[src/rtl/uart_tx_arbiter.sv]
// Shares one UART tx core between two byte-stream requesters, switching owner only at message boundaries.
// Latency: a request seen at a clock edge drives tx_start/ack from that edge on (seen at the next edge); one byte per tx_busy cycle.
// Backpressure: a requester holds req/data until its ack; the next byte waits for tx_busy to fall; an idle owner is released after HOLD_TIMEOUT cycles.
module uart_tx_arbiter #(
  parameter int HOLD_TIMEOUT = 1_000_000,
  parameter int BUSY_GUARD   = 4
) (
  input  logic       clk,
  input  logic       rst,
  input  logic [1:0] mode,
  input  logic       req0,
  input  logic [7:0] data0,
  input  logic       last0,
  output logic       ack0,
  input  logic       req1,
  input  logic [7:0] data1,
  input  logic       last1,
  output logic       ack1,
  output logic       tx_start,
  output logic [7:0] tx_data,
  input  logic       tx_busy,
  output logic [1:0] grant,
  output logic       active
);

  localparam int HW = (HOLD_TIMEOUT > 2) ? $clog2(HOLD_TIMEOUT) : 1;
  localparam int GW = (BUSY_GUARD > 2) ? $clog2(BUSY_GUARD) : 1;
  localparam logic [HW-1:0] HOLD_LAST  = HW'(HOLD_TIMEOUT - 1);
  localparam logic [GW-1:0] GUARD_LAST = GW'(BUSY_GUARD - 1);

  typedef enum logic [2:0] {
    S_IDLE      = 3'd0,
    S_ISSUE     = 3'd1,
    S_WAIT_BUSY = 3'd2,
    S_WAIT_DONE = 3'd3,
    S_HOLD      = 3'd4
  } state_t;

  state_t          state;
  state_t          state_nxt;
  logic            owner;      // 0 = requester 0, 1 = requester 1
  logic            rr;         // round-robin pointer: who wins a tie
  logic            rr_mode;    // mode was round-robin when this message was granted
  logic            last_q;
  logic [7:0]      tx_data_q;
  logic [HW-1:0]   hold_cnt;
  logic [GW-1:0]   guard_cnt;

  logic            elig0;
  logic            elig1;
  logic            owner_req;
  logic            pick;
  logic            load;
  logic            release_msg;

  // mode only matters for the IDLE decision; an owner keeps its message regardless
  assign elig0     = req0 & ((mode == 2'b00) | mode[1]);
  assign elig1     = req1 & ((mode == 2'b01) | mode[1]);
  assign owner_req = owner ? req1 : req0;

  // state register
  always_ff @(posedge clk) begin
    if (!rst) begin
      state <= S_IDLE;
    end else begin
      state <= state_nxt;
    end
  end

  // next-state logic, plus the byte-load and release strobes the datapath uses
  always_comb begin
    state_nxt   = state;
    pick        = owner;
    load        = 1'b0;
    release_msg = 1'b0;
    case (state)
      S_IDLE: begin
        if (elig0 || elig1) begin
          load      = 1'b1;
          pick      = (elig0 && elig1) ? rr : elig1;
          state_nxt = S_ISSUE;
        end
      end
      S_ISSUE: begin
        state_nxt = S_WAIT_BUSY;
      end
      S_WAIT_BUSY: begin
        // a core that never raises busy must not stall the arbiter
        if (tx_busy || (guard_cnt == GUARD_LAST)) begin
          state_nxt = S_WAIT_DONE;
        end
      end
      S_WAIT_DONE: begin
        if (!tx_busy) begin
          if (last_q) begin
            release_msg = 1'b1;
            state_nxt   = S_IDLE;
          end else begin
            state_nxt = S_HOLD;
          end
        end
      end
      S_HOLD: begin
        // a ready owner byte wins over a timeout landing in the same cycle
        if (owner_req) begin
          load      = 1'b1;
          state_nxt = S_ISSUE;
        end else if (hold_cnt == HOLD_LAST) begin
          release_msg = 1'b1;
          state_nxt   = S_IDLE;
        end
      end
      default: begin
        state_nxt = S_IDLE;
      end
    endcase
  end

  // owner, byte/last capture, round-robin pointer and the two dwell counters
  always_ff @(posedge clk) begin
    if (!rst) begin
      owner     <= 1'b0;
      rr        <= 1'b0;
      rr_mode   <= 1'b0;
      last_q    <= 1'b0;
      tx_data_q <= 8'h00;
      hold_cnt  <= '0;
      guard_cnt <= '0;
    end else begin
      if (load) begin
        owner     <= pick;
        tx_data_q <= pick ? data1 : data0;
        last_q    <= pick ? last1 : last0;
      end
      if (load && (state == S_IDLE)) begin
        rr_mode <= mode[1];
      end
      if (release_msg && rr_mode) begin
        rr <= ~owner;
      end
      // counters restart whenever their state is entered
      hold_cnt  <= (state == S_HOLD)      ? hold_cnt + 1'b1  : '0;
      guard_cnt <= (state == S_WAIT_BUSY) ? guard_cnt + 1'b1 : '0;
    end
  end

  // Moore outputs: start/ack are the single ISSUE cycle, grant follows the owner
  always_comb begin
    tx_start = (state == S_ISSUE);
    ack0     = (state == S_ISSUE) && !owner;
    ack1     = (state == S_ISSUE) && owner;
    active   = (state != S_IDLE);
    grant    = 2'b00;
    if (state != S_IDLE) begin
      grant = owner ? 2'b10 : 2'b01;
    end
    tx_data  = tx_data_q;
  end

endmodule

[config.mk]
export PLATFORM = sky130hd
export DESIGN_NAME = uart_tx_arbiter
export DESIGN_NICKNAME = d
export VERILOG_FILES = /design/src/rtl/uart_tx_arbiter.sv
export SDC_FILE = /design/constraint.sdc
export NUM_CORES = 1
export LEC_CHECK = 0
export BUFFER_PORTS_ARGS = -buffer_cell sky130_fd_sc_hd__clkbuf_2
export CAP_MARGIN = 20
export CORE_UTILIZATION = 29
export DETAILED_ROUTE_END_ITERATION = 12
export GPL_ROUTABILITY_DRIVEN = 0
export SYNTH_ARGS = -nofsm -noshare
export SYNTH_HDL_FRONTEND = slang
export SYNTH_SLANG_ARGS = --single-unit
[constraint.sdc]
create_clock -name clk -period 2.9 [get_ports clk]
set_input_delay 0.29 -clock clk [delete_from_list [all_inputs] [get_ports clk]]
set_output_delay 0.29 -clock clk [all_outputs]
set_load 0.02 [all_outputs]
==> key figures <==
STA
  • Slew margin rel.: 48.5%
  • Final count of pins violating max slew: 0
  • Final hold viol count: 0
  • Setup TNS: 0 ns
  • Final setup fails: 0
  • Worst clock skew: 0.00657 ns
  • Period utilization: ~66%
  • RSZ-0062 raised after global routing: false
  • Slew @ Worst Pin: 0.770 ns
  • Achievable Freq: between 500 and 600 MHz
  • Tmin final: between 1.5 and 2 ns

Finish
  • Area of the multi-input gates: 911 sq um
  • Layout Cells excl Fill: between 200 and 300
  • Share of post-route cells with drive strength above 1: roughly a quarter
  • Register area: about 740 sq um
  • Syn-to-layout area delta: 20.1%
  • N_diodes: 0
  • Most common cell after layout, fill and taps aside: clkbuf_2
  • # nets final: 249
  • Filler Cells Inserted: between 500 and 600
  • Most frequent cells in the layout: 38 x clkbuf_2, 37 x dfxtp_1, 29 x nor2_1

Logic synthesis
  • Average size of a mapped cell: between 9 and 10 sq um
  • Cell Area, Synth: around 1700 sq um
  • Yosys warning total: 0
  • Post-Synthesis Cells: between 150 and 200
  • Syn Nets: roughly 210
  • EDFF count, synth: 0
  • Synth Flop Type: dfxtp_1
  • Register area share after synthesis: between 40% and 50%
  • Synthesis-stage register bit count: 37
  • Post-synth cell types: 44
  • Post-synth ARST share: 0%

CTS
  • Number of hold buffers added after cts: 0
  • Post-CTS Setup Inserts: 0
  • TritonCTS Buffers: 5
  • H-tree levels: 2
  • Clock sink count: 37
  • Max Buffers Root-to-Sink: 2
  • Clock Root Buffer: clkbuf_8
  • CTS tree: built
  • Post-CTS sizing: 0
  • Later-pin clock latency in the skew report: ~0.29 ns
  • Clock-pin slew on the worst setup and hold paths: approximately 0.08 ns

Setup path
  • CP Capture Point: tx_data[4]$_SDFFE_PN0P_
  • Crit path DAT: 2.08 ns
  • Critical path startpoint: state[2]$_SDFFE_PN0P_
  • Max incr delay on CP: between 0.5 and 0.6 ns
  • Worst path required time: roughly 3.1 ns
  • FF-to-FF End: tx_data[4]$_SDFFE_PN0P_
  • Crit path launch type: flip-flop
  • CP cell instances: nor3_4 -> o221ai_2 -> a21oi_2 -> mux2i_1 -> o2bb2ai_1
  • Kind of critical path: reg2reg
  • R2R cell count: 5
  • CP Max Fanout: 10
  • Critical path's slowest cell: a21oi_2
  • Critical path depth: 5
  • Worst reg2reg path startpoint: state[2]$_SDFFE_PN0P_
  • Largest delay share family, worst path: compound AO/OA/AOI/OAI gates
  • Nature of the critical path endpoint: flip-flop
  • CP Buf/Inv Count: 0
  • Reg2reg setup slack: 1.0 ns

Routing
  • Routed wire length per instance: between 10 and 15 um
  • Vias: ~1400
  • # DRC: 0
  • Avg Vias per Cell: approximately 4.7
  • Final wirelength: about 3200 um
  • Drt first pass iters: 4
  • Iteration-0 DRC Markers: slightly above 60
  • Post-route ant nets: 0

Global routing
  • Pin count of the biggest net entering global routing: 21
  • GR Util All Layers: between 10% and 20%
  • Grt total ovfl: 0
  • Vias in the first global route: 1234
  • Initial antenna violation count: 0
  • First-pass GRT wire length: 5570 um

Place
  • Placed Cells: between 200 and 300
  • HPWL Detailed: about 2400 um
  • Number of I/O port buffers: 38

Floorplan
  • # IOs: 39
  • Die area: approximately 6300 sq um
  • Initial Utilization: 30.7%
  • DIE WIDTH: about 80 um
  • Placeable Area: 5640 sq um
  • Die height: around 80 um
  • # rows: 27

Hold path
  • Hold WC Path Type: in2reg
  • Worst hold start: data1[0]

Run
  • Max-Cap Viols: 0

Pwr
  • Pwr dens: 592 nW/um^2
  • Leakage: about 0.84 nW
  • Worst VDD drop: 0.214 mV

Outcome
  • Status: complete, no violations
-- where the power goes --
| group | internal [mW] | switching (mW) |
|---|---|---|
| Sequential | 0.536 | 0.0266 |
| Clock | 0.280 | 0.181 |
| Combinational | 0.0876 | 0.119 |
| Total | 0.903 | 0.327 |
-- routing by layer --
layer	vias up	global-route usage, %	part of all wire [%]
met4	0	4.36	1.4
met1	623	14.7	52
li1	715	-	-
met5	-	0	0
met2	31	17.0	41
met3	7	3.91	5.9
-- state kept, by name, indices dropped and copies added (netlist names) --
name       flops
hold_cnt      20
tx_data        8
state          3
guard_cnt      2
last_q         1
owner          1
rr             1
rr_mode        1
-- metrics by stage --
| stage | hold slack (ns) | cell area (sq um) | setup WS (ns) | util [%] | power (mW) |
|---|---|---|---|---|---|
| after global placement | 0.410 | 1960 | 1.04 | 34.7 | 0.781 |
| final | 0.261 | 2080 | 0.997 | 36.8 | 1.23 |
| after CTS | 0.262 | 2080 | 0.974 | 36.8 | 1.25 |
| after global routing | 0.259 | 2080 | 0.838 | 36.8 | 1.29 |
| after floorplan | 0.398 | 1730 | 1.15 | - | 0.726 |
| after detailed placement | 0.429 | 1960 | 0.987 | 34.7 | 0.783 |
-- how the worst min path moves through the flow --
stage	to	slack, ns	depth (start not counted)
after floorplan	guard_cnt[0]$_SDFF_PN0_	0.40	1
after global placement	guard_cnt[0]$_SDFF_PN0_	0.41	1
after detailed placement	guard_cnt[0]$_SDFF_PN0_	0.43	1
after CTS	tx_data[0]$_SDFFE_PN0P_	0.26	3
after global routing	tx_data[3]$_SDFFE_PN0P_	0.26	3
final	tx_data[0]$_SDFFE_PN0P_	0.26	3
-- layout make-up --
type / instances / share of cell area (%)
clock buffer: 6 / 3.97
inverter: 7 / 1.26
clock inverter: 2 / 1.81
tap: 72 / 4.33
multi-input combinational: 133 / 43.8
timing repair buffer: 38 / 9.15
sequential: 37 / 35.6
-- cell usage after synthesis (all sizes together) (2+ instances only) --
cell type	n	share of area, %
a21oi	4	1.4
and2	4	1.4
and3	2	0.72
and4	3	1.5
and4b	2	1.2
buf	6	2.6
clkbuf	2	0.43
dfxtp	37	43
ha	2	1.4
inv	7	1.5
mux2i	12	6.9
nand2	9	2.0
nand3	10	2.9
nand3b	2	0.87
nand4	2	0.72
nor2	29	6.3
nor2b	2	0.72
nor3	5	2.7
o21ai	4	1.2
o2bb2ai	9	4.6
xnor2	6	3.0
xor2	10	5.1
-- worst min-delay path: cells and delay by family --
| kind | cells | cell delay [ns] |
|---|---|---|
| muxes | 1 | 0.05 |
| AOI/OAI and AO/OA | 1 | 0.10 |
| buffers and inverters | 1 | 0.08 |
-- cell families (layout without fill, tap and decap cells) --
group,after synthesis,after routing,share of synthesized area [%]
mux,13,13,7.81
xor+xnor,16,16,8.10
fa+ha+maj,2,2,1.45
buf+inv,15,53,4.56
simple gates,77,77,24.0
compound gates,25,25,11.3
flops,37,37,42.8
(Power assumes the default switching activity.)
